File: config.mk
export PLATFORM = sky130hd
export DESIGN_NAME = cache_mem_arbiter_flat
export DESIGN_NICKNAME = d
export VERILOG_FILES = /design/src/rtl/cache_mem_arbiter_if.sv /design/src/rtl/cache_mem_arbiter.sv /design/src/flat_wrapper.sv
export SDC_FILE = /design/constraint.sdc
export NUM_CORES = 1
export LEC_CHECK = 0
export CAP_MARGIN = 0
export CORE_AREA = 2 2 541 543
export CTS_CLUSTER_DIAMETER = 60
export CTS_CLUSTER_SIZE = 14
export DETAILED_ROUTE_END_ITERATION = 10
export DIE_AREA = 0 0 543 545
export SLEW_MARGIN = 10
export SYNTH_ARGS = -nofsm -noshare
export SYNTH_HDL_FRONTEND = slang
export SYNTH_SLANG_ARGS = --single-unit
File: constraint.sdc
create_clock -name clk -period 3 [get_ports clk]
set_clock_uncertainty 0.05 [all_clocks]
set_input_delay 0.45 -clock clk [delete_from_list [all_inputs] [get_ports clk]]
set_output_delay 0.45 -clock clk [all_outputs]
set_load 0.005 [all_outputs]
File: src/rtl/cache_mem_arbiter_if.sv
// Cache-side bundle of cache_mem_arbiter: per-port block strobes, addresses, write data,
// the broadcast read data and the per-port stalls.
interface cache_mem_arbiter_if #(
  parameter int NUM_PORTS  = 2,
  parameter int ADDR_WIDTH = 32,
  parameter int BW         = 256
);
  logic [NUM_PORTS-1:0]            p_read;
  logic [NUM_PORTS-1:0]            p_write;
  logic [NUM_PORTS*ADDR_WIDTH-1:0] p_addr;
  logic [NUM_PORTS*BW-1:0]         p_wdata;
  logic [BW-1:0]                   p_rdata;
  logic [NUM_PORTS-1:0]            p_wait;

  modport master (output p_read, p_write, p_addr, p_wdata, input p_rdata, p_wait);
  modport slave  (input p_read, p_write, p_addr, p_wdata, output p_rdata, p_wait);
endinterface

File: src/rtl/cache_mem_arbiter.sv
// Round-robin arbiter sharing one block-wide memory port between NUM_PORTS cache controllers.
// Optional CACHE_ARB_WB_LOCK_EN: a completed write-back keeps the grant for the owner's next fill.
module cache_mem_arbiter #(
  parameter int NUM_PORTS        = 2,
  parameter int ADDR_WIDTH       = 32,
  parameter int BLOCK_SIZE_BYTES = 32
) (
  input  logic                          clk,
  input  logic                          rst,
  cache_mem_arbiter_if.slave            cif,
  output logic [ADDR_WIDTH-1:0]         mem_addr,
  output logic                          mem_read,
  output logic                          mem_write,
  output logic [BLOCK_SIZE_BYTES*8-1:0] mem_wdata,
  input  logic [BLOCK_SIZE_BYTES*8-1:0] mem_rdata,
  input  logic                          mem_wait,
  output logic [$clog2(NUM_PORTS)-1:0]  grant_id,
  output logic                          busy,
  output logic                          proto_err
);
  localparam int BW = BLOCK_SIZE_BYTES * 8;
  localparam int PW = $clog2(NUM_PORTS);

  typedef enum logic [1:0] {
    ST_IDLE = 2'd0,
    ST_BUSY = 2'd1,
    ST_LOCK = 2'd2
  } state_e;

  state_e                state_q, state_d;
  logic [PW-1:0]         grant_q, grant_d;
  logic [PW-1:0]         rr_q, rr_d;
  logic                  err_q, err_d;

  logic [NUM_PORTS-1:0]  req_s;
  logic                  found_s;
  logic [PW-1:0]         win_s;
  logic [PW-1:0]         cand_s;
  logic                  g_read_s;
  logic                  g_write_s;
  logic                  g_strobe_s;
  logic [NUM_PORTS-1:0]  p_wait_s;
  logic [ADDR_WIDTH-1:0] addr_a  [NUM_PORTS];
  logic [BW-1:0]         wdata_a [NUM_PORTS];

  function automatic logic [PW-1:0] wrap_inc(input logic [PW-1:0] base, input int unsigned off);
    int unsigned sum;
    sum = 32'(base) + off;
    return PW'(sum % 32'(NUM_PORTS));
  endfunction

  for (genvar i = 0; i < NUM_PORTS; i++) begin : g_slice
    assign addr_a[i]  = cif.p_addr[i*ADDR_WIDTH +: ADDR_WIDTH];
    assign wdata_a[i] = cif.p_wdata[i*BW +: BW];
  end

  assign req_s      = cif.p_read | cif.p_write;
  assign g_read_s   = cif.p_read[grant_q];
  assign g_write_s  = cif.p_write[grant_q];
  assign g_strobe_s = g_read_s | g_write_s;

  // First requester at or after rr_q, wrapping past the last port.
  always_comb begin
    found_s = 1'b0;
    win_s   = '0;
    cand_s  = '0;
    for (int k = 0; k < NUM_PORTS; k++) begin
      cand_s = wrap_inc(rr_q, 32'(k));
      if (!found_s && req_s[cand_s]) begin
        found_s = 1'b1;
        win_s   = cand_s;
      end else begin
        found_s = found_s;
      end
    end
  end

  // Next-state logic; a port driving read and write at once is flagged and served as a write.
  always_comb begin
    state_d = state_q;
    grant_d = grant_q;
    rr_d    = rr_q;
    err_d   = err_q | (|(cif.p_read & cif.p_write));
    case (state_q)
      ST_IDLE: begin
        if (found_s) begin
          state_d = ST_BUSY;
          grant_d = win_s;
          rr_d    = wrap_inc(win_s, 32'd1);
        end else begin
          state_d = ST_IDLE;
        end
      end
      ST_BUSY: begin
        if (!g_strobe_s) begin
          err_d   = err_d | mem_wait;
          state_d = ST_IDLE;
        end else if (!mem_wait) begin
`ifdef CACHE_ARB_WB_LOCK_EN
          state_d = g_write_s ? ST_LOCK : ST_IDLE;
`else
          state_d = ST_IDLE;
`endif
        end else begin
          state_d = ST_BUSY;
        end
      end
      ST_LOCK: begin
`ifdef CACHE_ARB_WB_LOCK_EN
        state_d = g_read_s ? ST_BUSY : ST_IDLE;
`else
        state_d = ST_IDLE;
`endif
      end
      default: state_d = ST_IDLE;
    endcase
  end

  // Memory side follows the granted port only while a transaction is in flight.
  always_comb begin
    busy      = (state_q == ST_BUSY);
    mem_addr  = '0;
    mem_read  = 1'b0;
    mem_write = 1'b0;
    mem_wdata = '0;
    p_wait_s  = '1;
    if (busy) begin
      mem_addr          = addr_a[grant_q];
      mem_wdata         = wdata_a[grant_q];
      mem_write         = g_write_s;
      mem_read          = g_read_s & ~g_write_s;
      p_wait_s[grant_q] = mem_wait;
    end else begin
      p_wait_s = '1;
    end
  end

  assign cif.p_wait  = p_wait_s;
  assign cif.p_rdata = mem_rdata;
  assign grant_id    = grant_q;
  assign proto_err   = err_q;

  // State registers with synchronous reset.
  always_ff @(posedge clk) begin
    if (rst) begin
      state_q <= ST_IDLE;
      grant_q <= '0;
      rr_q    <= '0;
      err_q   <= 1'b0;
    end else begin
      state_q <= state_d;
      grant_q <= grant_d;
      rr_q    <= rr_d;
      err_q   <= err_d;
    end
  end
endmodule
File: src/flat_wrapper.sv
// flat-port wrapper written by rule: the top's interface ports become plain ports
module cache_mem_arbiter_flat 
#(
  parameter int NUM_PORTS        = 2,
  parameter int ADDR_WIDTH       = 32,
  parameter int BLOCK_SIZE_BYTES = 32
)
  (clk, rst, mem_addr, mem_read, mem_write, mem_wdata, mem_rdata, mem_wait, grant_id, busy, proto_err, cif_p_read, cif_p_write, cif_p_addr, cif_p_wdata, cif_p_rdata, cif_p_wait);
  cache_mem_arbiter_if #(.NUM_PORTS(NUM_PORTS), .ADDR_WIDTH(ADDR_WIDTH)) cif_i ();
  input  logic clk;
  input  logic rst;
  output logic [ADDR_WIDTH-1:0] mem_addr;
  output logic mem_read;
  output logic mem_write;
  output logic [BLOCK_SIZE_BYTES*8-1:0] mem_wdata;
  input  logic [BLOCK_SIZE_BYTES*8-1:0] mem_rdata;
  input  logic mem_wait;
  output logic [$clog2(NUM_PORTS)-1:0] grant_id;
  output logic busy;
  output logic proto_err;
  input wire logic [$bits(cif_i.p_read)-1:0] cif_p_read;
  input wire logic [$bits(cif_i.p_write)-1:0] cif_p_write;
  input wire logic [$bits(cif_i.p_addr)-1:0] cif_p_addr;
  input wire logic [$bits(cif_i.p_wdata)-1:0] cif_p_wdata;
  output wire logic [$bits(cif_i.p_rdata)-1:0] cif_p_rdata;
  output wire logic [$bits(cif_i.p_wait)-1:0] cif_p_wait;
  assign cif_i.p_read = cif_p_read;
  assign cif_i.p_write = cif_p_write;
  assign cif_i.p_addr = cif_p_addr;
  assign cif_i.p_wdata = cif_p_wdata;
  assign cif_p_rdata = cif_i.p_rdata;
  assign cif_p_wait = cif_i.p_wait;
  cache_mem_arbiter #(.NUM_PORTS(NUM_PORTS), .ADDR_WIDTH(ADDR_WIDTH), .BLOCK_SIZE_BYTES(BLOCK_SIZE_BYTES)) u_core (.clk(clk), .rst(rst), .cif(cif_i), .mem_addr(mem_addr), .mem_read(mem_read), .mem_write(mem_write), .mem_wdata(mem_wdata), .mem_rdata(mem_rdata), .mem_wait(mem_wait), .grant_id(grant_id), .busy(busy), .proto_err(proto_err));
endmodule
* Word-level counts from Yosys, hierarchy flattened
Cells that the tools add are included.
** Cells by class
- Bitwise gates (word level) :: 10
- Add/sub/neg operators :: 2
- Order comparisons :: 5
- Reductions and logical operators :: 6
- Equal/unequal tests :: 1
- Muxes and demuxes :: 31
** Operators by type and width (count)
- $mux W256 :: 4
- $mux W32 :: 4
- $mux W1 :: 19
- $lt A1 B2 Y1 const B :: 3
- $mux W2 :: 2
- $or A2 B2 Y2 :: 2
- $pmux W2 S2 :: 1
- $or A1 B1 Y1 :: 3
- $add A1 B1 Y1 const B :: 2
- $and A2 B2 Y2 :: 1
- $eq A2 B1 Y1 const B :: 1
- $ge A2 B2 Y1 const B :: 1
- $logic_and A1 B1 Y1 :: 2
- $logic_not A2 Y1 :: 1
- $not A1 Y2 :: 1
- $not A2 Y2 :: 1
- $reduce_and A2 Y1 :: 1
- $reduce_or A2 Y1 :: 1
- $and A1 B1 Y1 :: 1
- $demux W1 S1 :: 1
- $ge A1 B1 Y1 const B :: 1
- $logic_not A1 Y1 :: 1
- $not A1 Y1 :: 1
** Storage, ports and cells
- Flip-flop bits (word level) :: 5
- Input port bits :: 839
- Output and inout port bits :: 551
- Word-level logic and storage cells :: 59

* Logic depth before layout (Yosys ltp)
- Depth in word-level cells :: 9
- Depth in mapped cells :: 5
- Gate-level depth less buffers :: 3

* Worst setup path before layout
Ideal clock, no wire load.
- Kind :: register to output
- Start point :: register u_core.grant_q (netlist: u_core.grant_id)
- End point :: output mem_wdata[208]
- Path buffers :: 3
- Slack :: 1.451 ns
- Data arrival time :: 1.049 ns
- Required time :: 2.500 ns
- Stages on the path, launching flop included :: 6
- Cells stage by stage :: dfxtp_1 buf_4 buf_6 buf_6 mux2i_1 nor2_1
** On the way
- Longest elaborated chain between the ends :: 5
** Ends and longest elaborated chain
- start, declared :: RTL line cache_mem_arbiter.sv:31 : logic [PW-1:0] grant_q, grant_d;
- start signal, assigned :: RTL line cache_mem_arbiter.sv:152 : grant_q <= grant_d;
- $not A1 Y2 (not written as such) :: RTL line cache_mem_arbiter.sv:129 : mem_wdata = wdata_a[grant_q];
- $mux W256 (not written as such) (3 in series) :: RTL line cache_mem_arbiter.sv:129
- $mux W256 :: RTL line cache_mem_arbiter.sv:127 : if (busy) begin
- end, declared :: RTL line flat_wrapper.sv:15 : output logic [BLOCK_SIZE_BYTES*8-1:0] mem_wdata;
Every way passes these cells. The select of a mux whose other input is x is not followed.

* Worst setup path after layout
- Start point :: register u_core.grant_q (netlist: u_core.grant_id)
- End point :: output mem_wdata[255]
The elaborated chain is that of the path after synthesis.

==> impl_metrics.py <==
metrics = {
    "status": {
        "outcome": "finished clean",
    },
    "yosys": {
        "yosys.area_share.adder": 0,
        "synth_compound_area_frac": 0.01086,
        "synth_xor_area_frac": 0,
        "synthMuxAreaShare": 0.4254,
        "syn_area_per_cell_um2": 7.344,
        "synth_cell_type_count": 21,
        "synth_seq_area_share": 0.01178,
        "synth_top_family_by_area": "multiplexers",
        "ys_warn_count": 0,
        "synth_nets": 1765,
        "syn_inst": 926,
        "syn_area_mm2": 0.006800,
        "synthSimpleGateAreaFrac": 0.1661,
        "synth-seq-cells": 4,
    },
    "sta": {
        "drv_slew": 0,
        "fmax_ghz": 0.3630,
        "setup_viol": 0,
        "tightestPinTransition_ps": 755.7,
        "rsz0062_at_grt": "no",
        "setup_tns_ps": 0,
        "fin_crit_sh": 0.9183,
        "timing.hold.ws_ps": 453.7,
        "max-slew-margin-rel": 0.4818,
        "fin_crit_ps": 2755,
        "hold_violations": 0,
    },
    "cts": {
        "clkTransAtPathRegs_ps": 30,
        "cts_buffer_depth": 2,
        "post_cts_buffers": 0,
        "clock_latency_ps": 230,
        "cts_hold_buf": 0,
        "cts-root-buf": "clkbuf_16",
        "cts_tree": "done",
        "post_cts_resized": 1,
        "cts.htree.levels": 1,
        "cts.sinks": 4,
        "cts_made_buffers": 3,
    },
    "min_path": {
        "hp-class": "reg -> reg",
        "hold_depth": 2,
        "min_from": "u_core.rr_q",
        "holdPathEnd": "u_core.rr_q",
    },
    "cells_and_area": {
        "multiInputGateArea_mm2": 0.004104,
        "fillers": 34092,
        "postLayoutCellArea_mm2": 0.01978,
        "utilization": 0.06817,
        "final_cell_mix": "742 x clkdlybuf4s50_1, 293 x nor2_1, 289 x mux2i_1, 114 x buf_12, 110 x buf_4",
        "layout.nets": 2415,
        "ff_latch_area_um2": 85.08,
        "drive_gt1_frac": 0.1473,
        "final_common_cell": "clkdlybuf4s50_1",
        "synthToLayoutAreaGrowth_pct": 190.8,
    },
    "power_and_ir_drop": {
        "peakVddDrop_v": 0.0001194,
        "switching_power_w": 0.001796,
        "p_total_w": 0.004073,
        "sequentialPowerShare": 0.017,
        "p_clk_frac": 0.053,
        "powerDensity_mw_per_mm2": 206.0,
        "power.internal_w": 0.002277,
        "p_comb_frac": 0.930,
        "switching_share": 0.4410,
        "leakage_nw": 5.817,
    },
    "global_route": {
        "gr-total-overflow": 0,
        "grt_max_degree": 66,
        "grt_pass1_vias": 9432,
        "track_usage": 0.1373,
        "grt_pass1_wl_um": 232600,
        "antenna_found_initial": 159,
    },
    "setup_path": {
        "endpoint_kind": "primary output",
        "worstSetupPathType": "reg -> out",
        "worstPathArrival_ps": 2260,
        "reg2reg_slack_ps": 1620,
        "critPathMaxFanout": 32,
        "cp_data_required_time_ps": 2500,
        "rr_worst_depth": 3,
        "rr_startpoint": "u_core.state_q[0]",
        "worstSetupStartpointType": "flop",
        "r2r-end": "u_core.grant_id",
    },
    "routing": {
        "wl_um": 212700,
        "wl_per_cell_um": 38.65,
        "drc": 0,
        "drt_pre_antenna_iters": 4,
        "viasPerCell": 1.837,
        "drtIter0Drc": 459,
        "vias": 10111,
        "final_antenna_net_count": 0,
    },
    "die": {
        "start_util": 0.02344,
        "die_w_um": 543,
        "core-area_mm2": 0.2901,
        "boundaryPins": 1390,
        "die_h_um": 545,
        "dieArea_mm2": 0.2959,
        "rows": 198,
    },
    "flow_run": {
        "maxCapViolCount": 0,
    },
    "place": {
        "port_buffers": 877,
        "place.gp.congestion": 0.9462,
        "place_hpwl_um": 206900,
        "dpl-instance-area_mm2": 0.01961,
    },
}
==> per-stage QoR <==
step / cells / setup slack [ps]
after floorplan: 926 / 1451
after global placement: 5471 / -72.93
after detailed placement: 5471 / -8.554
after CTS: 5475 / 50.85
after global routing: 5492 / 109.2
final: 5505 / 245.0
==> logic make-up after synthesis <==
logic type / Yosys count
compound gates: 11
flops: 4
mux: 289
buf+inv: 324
simple gates: 298
==> flip-flops by register name (all words and copies together), names as in the netlist <==
signal,cells
u_core.proto_err,1
u_core.grant_id,1
u_core.rr_q,1
u_core.state_q,1
==> layout make-up <==
type	instances	area share
flip-flops and latches	4	0.004302
repair buffers	966	0.5327
multi-input cells	598	0.2075
diodes	30	0.003796
clock buffers	4	0.003986
inverters	3	0.0009490
well taps	3900	0.2467
==> cell usage after synthesis, drive strengths merged <==
| cell | count | area (µm²) |
|---|---|---|
| buf | 309 | 2567 |
| nor2 | 293 | 1100 |
| mux2i | 289 | 2893 |
| clkbuf | 12 | 45.04 |
| dfxtp | 4 | 80.08 |
| a21oi | 3 | 15.01 |
| inv | 3 | 11.26 |
| o21ai | 2 | 10.01 |
| or3 | 2 | 12.51 |
| a211oi | 1 | 7.510 |
| a221oi | 1 | 8.760 |
| a31o | 1 | 8.760 |
| a32oi | 1 | 8.760 |
| nand3 | 1 | 5.000 |
| nand3b | 1 | 7.510 |
| nor3 | 1 | 5.000 |
| o221ai | 1 | 8.760 |
| o22ai | 1 | 6.260 |
==> critical path, stage by stage, from the launching register on <==
cell     delay (ps)
dfxtp_4         360
buf_12          240
buf_12          210
mux2i_1         660
nor2_1          250
buf_12          210
==> power by group through the flow <==
stage,Sequential (W),Clock [W],Combinational (W)
after floorplan,0.0000647,0,0.00123
after global placement,0.0000716,0,0.00386
after detailed placement,0.0000714,0,0.00386
after CTS,0.0000707,0.000219,0.00387
after global routing,0.0000724,0.000225,0.00400
final,0.0000708,0.000216,0.00379
==> how the worst max path moves through the flow <==
stage                 startpoint        endpoint  slack [ps]
2_1_floorplan    u_core.grant_id  mem_wdata[208]        1450
3_3_place_gp      cif_p_write[1]        mem_read         -70
3_5_place_dp      cif_p_write[1]        mem_read          -9
4_1_cts        u_core.state_q[0]    mem_wdata[0]          50
5_1_grt           cif_p_write[1]        mem_read         110
6_report         u_core.grant_id  mem_wdata[255]         240
==> layer usage <==
layer | vias up | GRT usage | wire length, µm
met3 | 292 | 0.1886 | 64320
met4 | 38 | 0.03011 | 6211
met5 | - | 0 | 253
met2 | 1413 | 0.1980 | 85210
li1 | 4119 | - | -
met1 | 4249 | 0.1080 | 56750
(Power assumes the default switching activity.)
